## src/rtl/loopback.sv

```systemverilog
// loopback: UART 8N1 command/response endpoint (receiver, one-byte command parser, transmitter).
// Latency: a reply frame's start bit begins 2 clk after the ',' byte is accepted when tx is idle.
// Backpressure: rx never stalls; replies wait in a small tx queue and are dropped when it is full.
//
// Ports: clk (system clock), rst (synchronous, active-high), rx (serial in, idle high,
//        asynchronous to clk), tx (serial out, idle high).
// Build option: LOOPBACK_ECHO_EN -- echo every accepted byte ahead of any reply, with a
//        3-entry tx queue; when undefined only replies are sent, through a 1-entry buffer.

// loopback_fifo: small circular queue holding bytes waiting for the transmitter.
// Latency: a pushed entry is visible on dout the cycle after the push.
// Backpressure: pushes into a full queue are dropped unless a pop frees a slot in the same cycle.
module loopback_fifo #(
  parameter int W     = 8,
  parameter int DEPTH = 1
) (
  input  logic         clk,
  input  logic         rst,
  input  logic         push,
  input  logic [W-1:0] din,
  input  logic         pop,
  output logic [W-1:0] dout,
  output logic         empty
);
  localparam int PW = (DEPTH > 1) ? $clog2(DEPTH) : 1;
  localparam int CW = $clog2(DEPTH + 1);
  localparam logic [PW-1:0] LAST = PW'(DEPTH - 1);

  // Storage is sized to the pointer range so any pointer value is a legal index.
  logic [W-1:0]  mem [2**PW];
  logic [PW-1:0] wr_ptr, rd_ptr;
  logic [CW-1:0] count;
  logic          full, do_wr, do_rd;

  assign empty = (count == '0);
  assign full  = (count == CW'(DEPTH));
  assign do_rd = pop && !empty;
  assign do_wr = push && (!full || do_rd);
  assign dout  = mem[rd_ptr];

  always_ff @(posedge clk) begin
    if (rst) begin
      wr_ptr <= '0;
      rd_ptr <= '0;
      count  <= '0;
    end else begin
      if (do_wr) wr_ptr <= (wr_ptr == LAST) ? '0 : wr_ptr + 1'b1;
      if (do_rd) rd_ptr <= (rd_ptr == LAST) ? '0 : rd_ptr + 1'b1;
      count <= count + CW'(do_wr) - CW'(do_rd);
    end
  end

  always_ff @(posedge clk) begin
    if (do_wr) mem[wr_ptr] <= din;
  end
endmodule

module loopback #(
  parameter int         CLOCK_FREQUENCY = 50_000_000,
  parameter int         BAUD_RATE       = 115200,
  parameter logic [7:0] TEST_RESPONSE   = 8'h08,
  parameter logic [7:0] VERSION         = 8'h01
) (
  input  logic clk,
  input  logic rst,
  input  logic rx,
  output logic tx
);
  localparam int CLKS_PER_BIT = CLOCK_FREQUENCY / BAUD_RATE;
  localparam int CNT_W        = $clog2(CLKS_PER_BIT + 1);
  localparam logic [CNT_W-1:0] BIT_END  = CNT_W'(CLKS_PER_BIT - 1);
  localparam logic [CNT_W-1:0] HALF_END = CNT_W'(CLKS_PER_BIT / 2 - 1);
  localparam logic [7:0] COMMA = 8'h2C;
`ifdef LOOPBACK_ECHO_EN
  localparam int TXQ_DEPTH = 3;
`else
  localparam int TXQ_DEPTH = 1;
`endif

  typedef enum logic [1:0] {S_IDLE, S_START, S_DATA, S_STOP} uart_state_t;

  // rx synchronizer, preset to the idle level so reset never looks like a start bit.
  logic rx_meta, rx_sync;
  always_ff @(posedge clk) begin
    if (rst) begin
      rx_meta <= 1'b1;
      rx_sync <= 1'b1;
    end else begin
      rx_meta <= rx;
      rx_sync <= rx_meta;
    end
  end

  // ---------------- receiver ----------------
  uart_state_t      rx_state, rx_state_n;
  logic [CNT_W-1:0] rx_cnt, rx_cnt_n;
  logic [2:0]       rx_bit, rx_bit_n;
  logic [7:0]       rx_shift, rx_shift_n;
  logic             rx_vld, rx_vld_n;

  always_ff @(posedge clk) begin
    if (rst) begin
      rx_state <= S_IDLE;
      rx_cnt   <= '0;
      rx_bit   <= '0;
      rx_shift <= '0;
      rx_vld   <= 1'b0;
    end else begin
      rx_state <= rx_state_n;
      rx_cnt   <= rx_cnt_n;
      rx_bit   <= rx_bit_n;
      rx_shift <= rx_shift_n;
      rx_vld   <= rx_vld_n;
    end
  end

  always_comb begin
    rx_state_n = rx_state;
    rx_cnt_n   = rx_cnt + 1'b1;
    rx_bit_n   = rx_bit;
    rx_shift_n = rx_shift;
    rx_vld_n   = 1'b0;
    case (rx_state)
      S_IDLE: begin
        rx_cnt_n = '0;
        if (!rx_sync) rx_state_n = S_START;
      end
      S_START: if (rx_cnt == HALF_END) begin
        // Mid-start re-check; later samples then land mid-bit.
        rx_cnt_n   = '0;
        rx_bit_n   = '0;
        rx_state_n = rx_sync ? S_IDLE : S_DATA;
      end
      S_DATA: if (rx_cnt == BIT_END) begin
        rx_cnt_n   = '0;
        rx_shift_n = {rx_sync, rx_shift[7:1]};
        rx_bit_n   = rx_bit + 1'b1;
        if (rx_bit == 3'd7) rx_state_n = S_STOP;
      end
      S_STOP: if (rx_cnt == BIT_END) begin
        rx_cnt_n   = '0;
        rx_vld_n   = rx_sync;  // low stop bit: framing error, byte dropped
        rx_state_n = S_IDLE;
      end
      default: rx_state_n = S_IDLE;
    endcase
  end

  // ---------------- command parser ----------------
  logic [7:0] cmd, reply;
  logic       cmd_vld, reply_fire;

  assign reply_fire = rx_vld && (rx_shift == COMMA) && cmd_vld;

  always_comb begin
    reply = 8'h3F;
    case (cmd)
      8'h54: reply = TEST_RESPONSE;
      8'h56: reply = VERSION;
      default: reply = 8'h3F;
    endcase
  end

  always_ff @(posedge clk) begin
    if (rst) begin
      cmd     <= '0;
      cmd_vld <= 1'b0;
    end else if (rx_vld) begin
      if (rx_shift != COMMA) begin
        cmd     <= rx_shift;
        cmd_vld <= 1'b1;
      end else begin
        cmd_vld <= 1'b0;
      end
    end
  end

  // ---------------- tx queue ----------------
  logic       q_push, q_pop, q_empty;
  logic [7:0] q_din, q_dout;

`ifdef LOOPBACK_ECHO_EN
  // The reply is pushed one cycle after the ',' echo so it queues behind it.
  logic       reply_pend;
  logic [7:0] reply_hold;
  always_ff @(posedge clk) begin
    if (rst) begin
      reply_pend <= 1'b0;
      reply_hold <= '0;
    end else begin
      reply_pend <= reply_fire;
      if (reply_fire) reply_hold <= reply;
    end
  end
  assign q_push = rx_vld || reply_pend;
  assign q_din  = rx_vld ? rx_shift : reply_hold;
`else
  assign q_push = reply_fire;
  assign q_din  = reply;
`endif

  loopback_fifo #(.W(8), .DEPTH(TXQ_DEPTH)) u_txq (
    .clk   (clk),
    .rst   (rst),
    .push  (q_push),
    .din   (q_din),
    .pop   (q_pop),
    .dout  (q_dout),
    .empty (q_empty)
  );

  // ---------------- transmitter ----------------
  uart_state_t      tx_state, tx_state_n;
  logic [CNT_W-1:0] tx_cnt, tx_cnt_n;
  logic [2:0]       tx_bit, tx_bit_n;
  logic [7:0]       tx_shift, tx_shift_n;
  logic             tx_n;

  always_ff @(posedge clk) begin
    if (rst) begin
      tx_state <= S_IDLE;
      tx_cnt   <= '0;
      tx_bit   <= '0;
      tx_shift <= '0;
      tx       <= 1'b1;
    end else begin
      tx_state <= tx_state_n;
      tx_cnt   <= tx_cnt_n;
      tx_bit   <= tx_bit_n;
      tx_shift <= tx_shift_n;
      tx       <= tx_n;
    end
  end

  always_comb begin
    tx_state_n = tx_state;
    tx_cnt_n   = tx_cnt + 1'b1;
    tx_bit_n   = tx_bit;
    tx_shift_n = tx_shift;
    tx_n       = tx;
    q_pop      = 1'b0;
    case (tx_state)
      S_IDLE: begin
        tx_cnt_n = '0;
        tx_n     = 1'b1;
        if (!q_empty) begin
          q_pop      = 1'b1;
          tx_shift_n = q_dout;
          tx_n       = 1'b0;
          tx_state_n = S_START;
        end
      end
      S_START: if (tx_cnt == BIT_END) begin
        tx_cnt_n   = '0;
        tx_bit_n   = '0;
        tx_n       = tx_shift[0];
        tx_shift_n = {1'b0, tx_shift[7:1]};
        tx_state_n = S_DATA;
      end
      S_DATA: if (tx_cnt == BIT_END) begin
        tx_cnt_n = '0;
        if (tx_bit == 3'd7) begin
          tx_n       = 1'b1;
          tx_state_n = S_STOP;
        end else begin
          tx_n       = tx_shift[0];
          tx_shift_n = {1'b0, tx_shift[7:1]};
          tx_bit_n   = tx_bit + 1'b1;
        end
      end
      S_STOP: if (tx_cnt == BIT_END) begin
        tx_cnt_n = '0;
        // A queued byte starts straight after the stop bit, with no idle gap.
        if (!q_empty) begin
          q_pop      = 1'b1;
          tx_shift_n = q_dout;
          tx_n       = 1'b0;
          tx_state_n = S_START;
        end else begin
          tx_n       = 1'b1;
          tx_state_n = S_IDLE;
        end
      end
      default: tx_state_n = S_IDLE;
    endcase
  end
endmodule

```

## config.mk

```make
export PLATFORM = sky130hd
export DESIGN_NAME = loopback
export DESIGN_NICKNAME = d
export VERILOG_FILES = /design/src/rtl/loopback.sv
export SDC_FILE = /design/constraint.sdc
export NUM_CORES = 1
export LEC_CHECK = 0
export CAP_MARGIN = 40
export CORE_AREA = 2 2 76 78
export DETAILED_ROUTE_END_ITERATION = 12
export DIE_AREA = 0 0 78 80
export GPL_ROUTABILITY_DRIVEN = 1
export HOLD_SLACK_MARGIN = 0.06
export PLACE_DENSITY_LB_ADDON = 0.08
export SLEW_MARGIN = 25
export SYNTH_ARGS = -nofsm -noshare
export SYNTH_HDL_FRONTEND = slang
export SYNTH_SLANG_ARGS = --single-unit
```

## constraint.sdc

```tcl
create_clock -name clk -period 2.35 [get_ports clk]
set_input_delay 0.47 -clock clk [delete_from_list [all_inputs] [get_ports clk]]
set_output_delay 0.47 -clock clk [all_outputs]
set_load 0.02 [all_outputs]
```

==> impl_metrics.ini <==
[cts]
cts_setup_buffers = 0
cts_sinks = 59
clockBufferDepth = 2
h-tree-depth = 3
cts_tree = yes
ctsHoldBuffers = 0
cts_root_buf = clkbuf_8
post_cts_resized = 0
clkTransAtPathRegs_ps = 70
cts_buffers = 9
clk-insertion-delay-late_ps = 330

[sta]
rsz0062_at_grt = no
finalCriticalPeriod_ps = 1930
maxSlewViolCount = 0
hold_viol = 0
relSlewSlack_pct = 58.4
fin_skew_ps = 8.33
clock.fmax_mhz = 517
setup-violations-final = 0
finalCritPeriodShare_pct = 82.3
tightest_slew_ps = 623
worst_slack_ps = 416
finalSetupTns_ps = 0

[critical_path]
crit_path_max_incr_delay_ps = 590
critPathCaptureType = flop
worstPathArrival_ps = 1970
path_depth = 4
cp_cell_sequence = or4b_4, or2_2, o221ai_2, and2b_1
slowest_stage = or4b_4
critPathLaunchType = flop
critical_path_class = flop to flop
crit_fanout = 5
reg2regPathDepth = 4
rrSetupSlack_ps = 420
crit_required_ps = 2390
crit_family = simple AND/OR/NAND/NOR gates
path_buf_inv = 0

[grt]
grt_pass1_wl_mm = 8.18
grt_overflow = 0
track_usage_pct = 16.8
antenna_found_initial = 0
grt_max_degree = 30
first_global_vias = 1804

[layout]
final_cell_mix = 56 x dfxtp_1, 41 x nor2_1, 17 x a21oi_1, 14 x nand2_1, 14 x ha_1
final_common_cell = dfxtp_1
n_antenna_cell = 0
layout-drive-gt1-share_pct = 10.6
fin_nets = 304
fin_cells = 364
syn2layout_area_growth_pct = 12.2

[routing]
drt-total-wl_mm = 4.56
avgRoutedWirePerCell_um = 12.5
routed-via-count = 1884
vias_per_cell = 5.18
ant_nets = 0
initialDrtViolationCount = 48
drc_errors = 0
first_pass_iters = 4

[die]
ios = 4
num_rows = 27
die_y_um = 80
fp.dieArea_um2 = 6240
die_w_um = 78
start_util_pct = 49.1
core_um2 = 5410

[min_path]
min_path_cells = 1
hp-class = flop to flop

[synth]
async_flop_share_pct = 0
yosys_warnings = 0
syn_area_per_cell_um2 = 9.55
synth_seq_cells = 59
synth_seq_area_share_pct = 45.6
syn_nets = 295
synth_edf_count = 3
syn_inst = 278
ys_types = 48
netlist_area_um2 = 2650
synth_top_flop_cell = dfxtp_1

[placement]
dp.final_hpwl_mm = 3.08
dpl.cell_count = 348
place_congestion = 0.784
port_buffers = 3
place_worst_setup_slack_ps = 432

[flow_run]
max_cap_viol_count = 0

[run_status]
status = complete, no violations

[power]
cellPowerDensity_nw_per_um2 = 793
total_power_mw = 2.36
leakagePower_nw = 1.01
peakVddDrop_mv = 0.481
## per-stage QoR
stage	area, µm²	hold slack, ps	utilization (%)
2_1_floorplan	2650	389	-
5_1_grt	2980	417	55.1
3_5_place_dp	2760	394	51.0
3_3_place_gp	2760	392	51.0
6_report	2980	408	55.1
4_1_cts	2980	410	55.1
## where the power goes
group | internal, mW | switching, mW | leakage, nW
Clock | 0.582 | 0.408 | 0.107
Sequential | 1.04 | 0.0286 | 0.487
Combinational | 0.117 | 0.180 | 0.420
Total | 1.74 | 0.617 | 1.01
## path summary, 6_finish.rpt
kind | startpoint | endpoint
setup / recovery | tx_cnt[3]$_SDFF_PP0_ | u_txq.mem[0][3]$_SDFFCE_PP1P_
setup reg to reg | tx_cnt[3]$_SDFF_PP0_ | u_txq.mem[0][3]$_SDFFCE_PP1P_
hold reg to reg | rx_meta$_SDFF_PP1_ | rx_sync$_SDFF_PP1_
hold / removal | rx_meta$_SDFF_PP1_ | rx_sync$_SDFF_PP1_
## state kept, by name, indices dropped and copies added, names as in the netlist, 2 cells and up, named ones only
register and cells:
cmd 8, rx_bit 3, rx_cnt 9, rx_shift 8, tx_bit 3, tx_cnt 9, tx_shift 6, tx_state 2
u_txq.mem 3
## routing by layer
layer | global-route usage (%) | vias up | routed length, µm | share of wire, %
met2 | 25.5 | 13 | 2000 | 44
met1 | 22.0 | 864 | 2410 | 53
met5 | 0 | - | 0 | 0
met3 | 5.43 | 2 | 120 | 2.6
li1 | - | 1005 | - | -
met4 | 7.37 | 0 | 24 | 0.53
## area by class of cell
type | instances | area, µm²
flip-flops and latches | 59 | 1210
inverters | 9 | 33.8
multi-input cells | 202 | 1370
repair buffers | 6 | 52.6
fillers | 528 | 2430
clock inverters | 5 | 58.8
clock buffers | 11 | 163
well taps | 72 | 90.1
## worst reg2reg max path, stage by stage (launching register included)
cell	delay, ps
dfxtp_1	360
or4b_4	590
or2_2	340
o221ai_2	150
and2b_1	210
## Yosys cell counts (2+ instances only)
library cell  count  area [µm²]
inv_1             9        33.8
nand4b_1          2        17.5
clkbuf_1          4        15.0
dfxtp_1          56        1120
xnor2_1          11        96.3
a31oi_1           3        18.8
mux2i_1          13         130
a21boi_0          2        15.0
nand4_1           8        50.1
nand3_1          13        65.1
a211oi_1          3        22.5
nor2_1           41         154
nand2_1          14        52.6
edfxtp_1          3        90.1
nand2b_1          8        50.1
xor2_1            3        26.3
and4b_1           3        30.0
or2_2             4        25.0
a21oi_1          17        85.1
nand3b_1          4        30.0
nor4bb_1          4        40.0
o21ai_0           6        30.0
buf_2             3        15.0
ha_1             14         175
a311oi_1          4        35.0
nor2b_1           2        12.5
o21a_1            3        22.5
## kinds of logic (layout without fill, tap and decap cells)
kind of cell	after synthesis	in the layout	synth area share, %
buffers and inverters	17	31	2.83
xor gates and xnor gates	14	14	4.62
AOI/OAI and AO/OA	48	48	12.4
adders and majority gates	14	14	6.60
and+or+nand+nor	113	113	23.1
muxes	13	13	4.90
DFF	59	59	45.6
(Power assumes the default switching activity.)
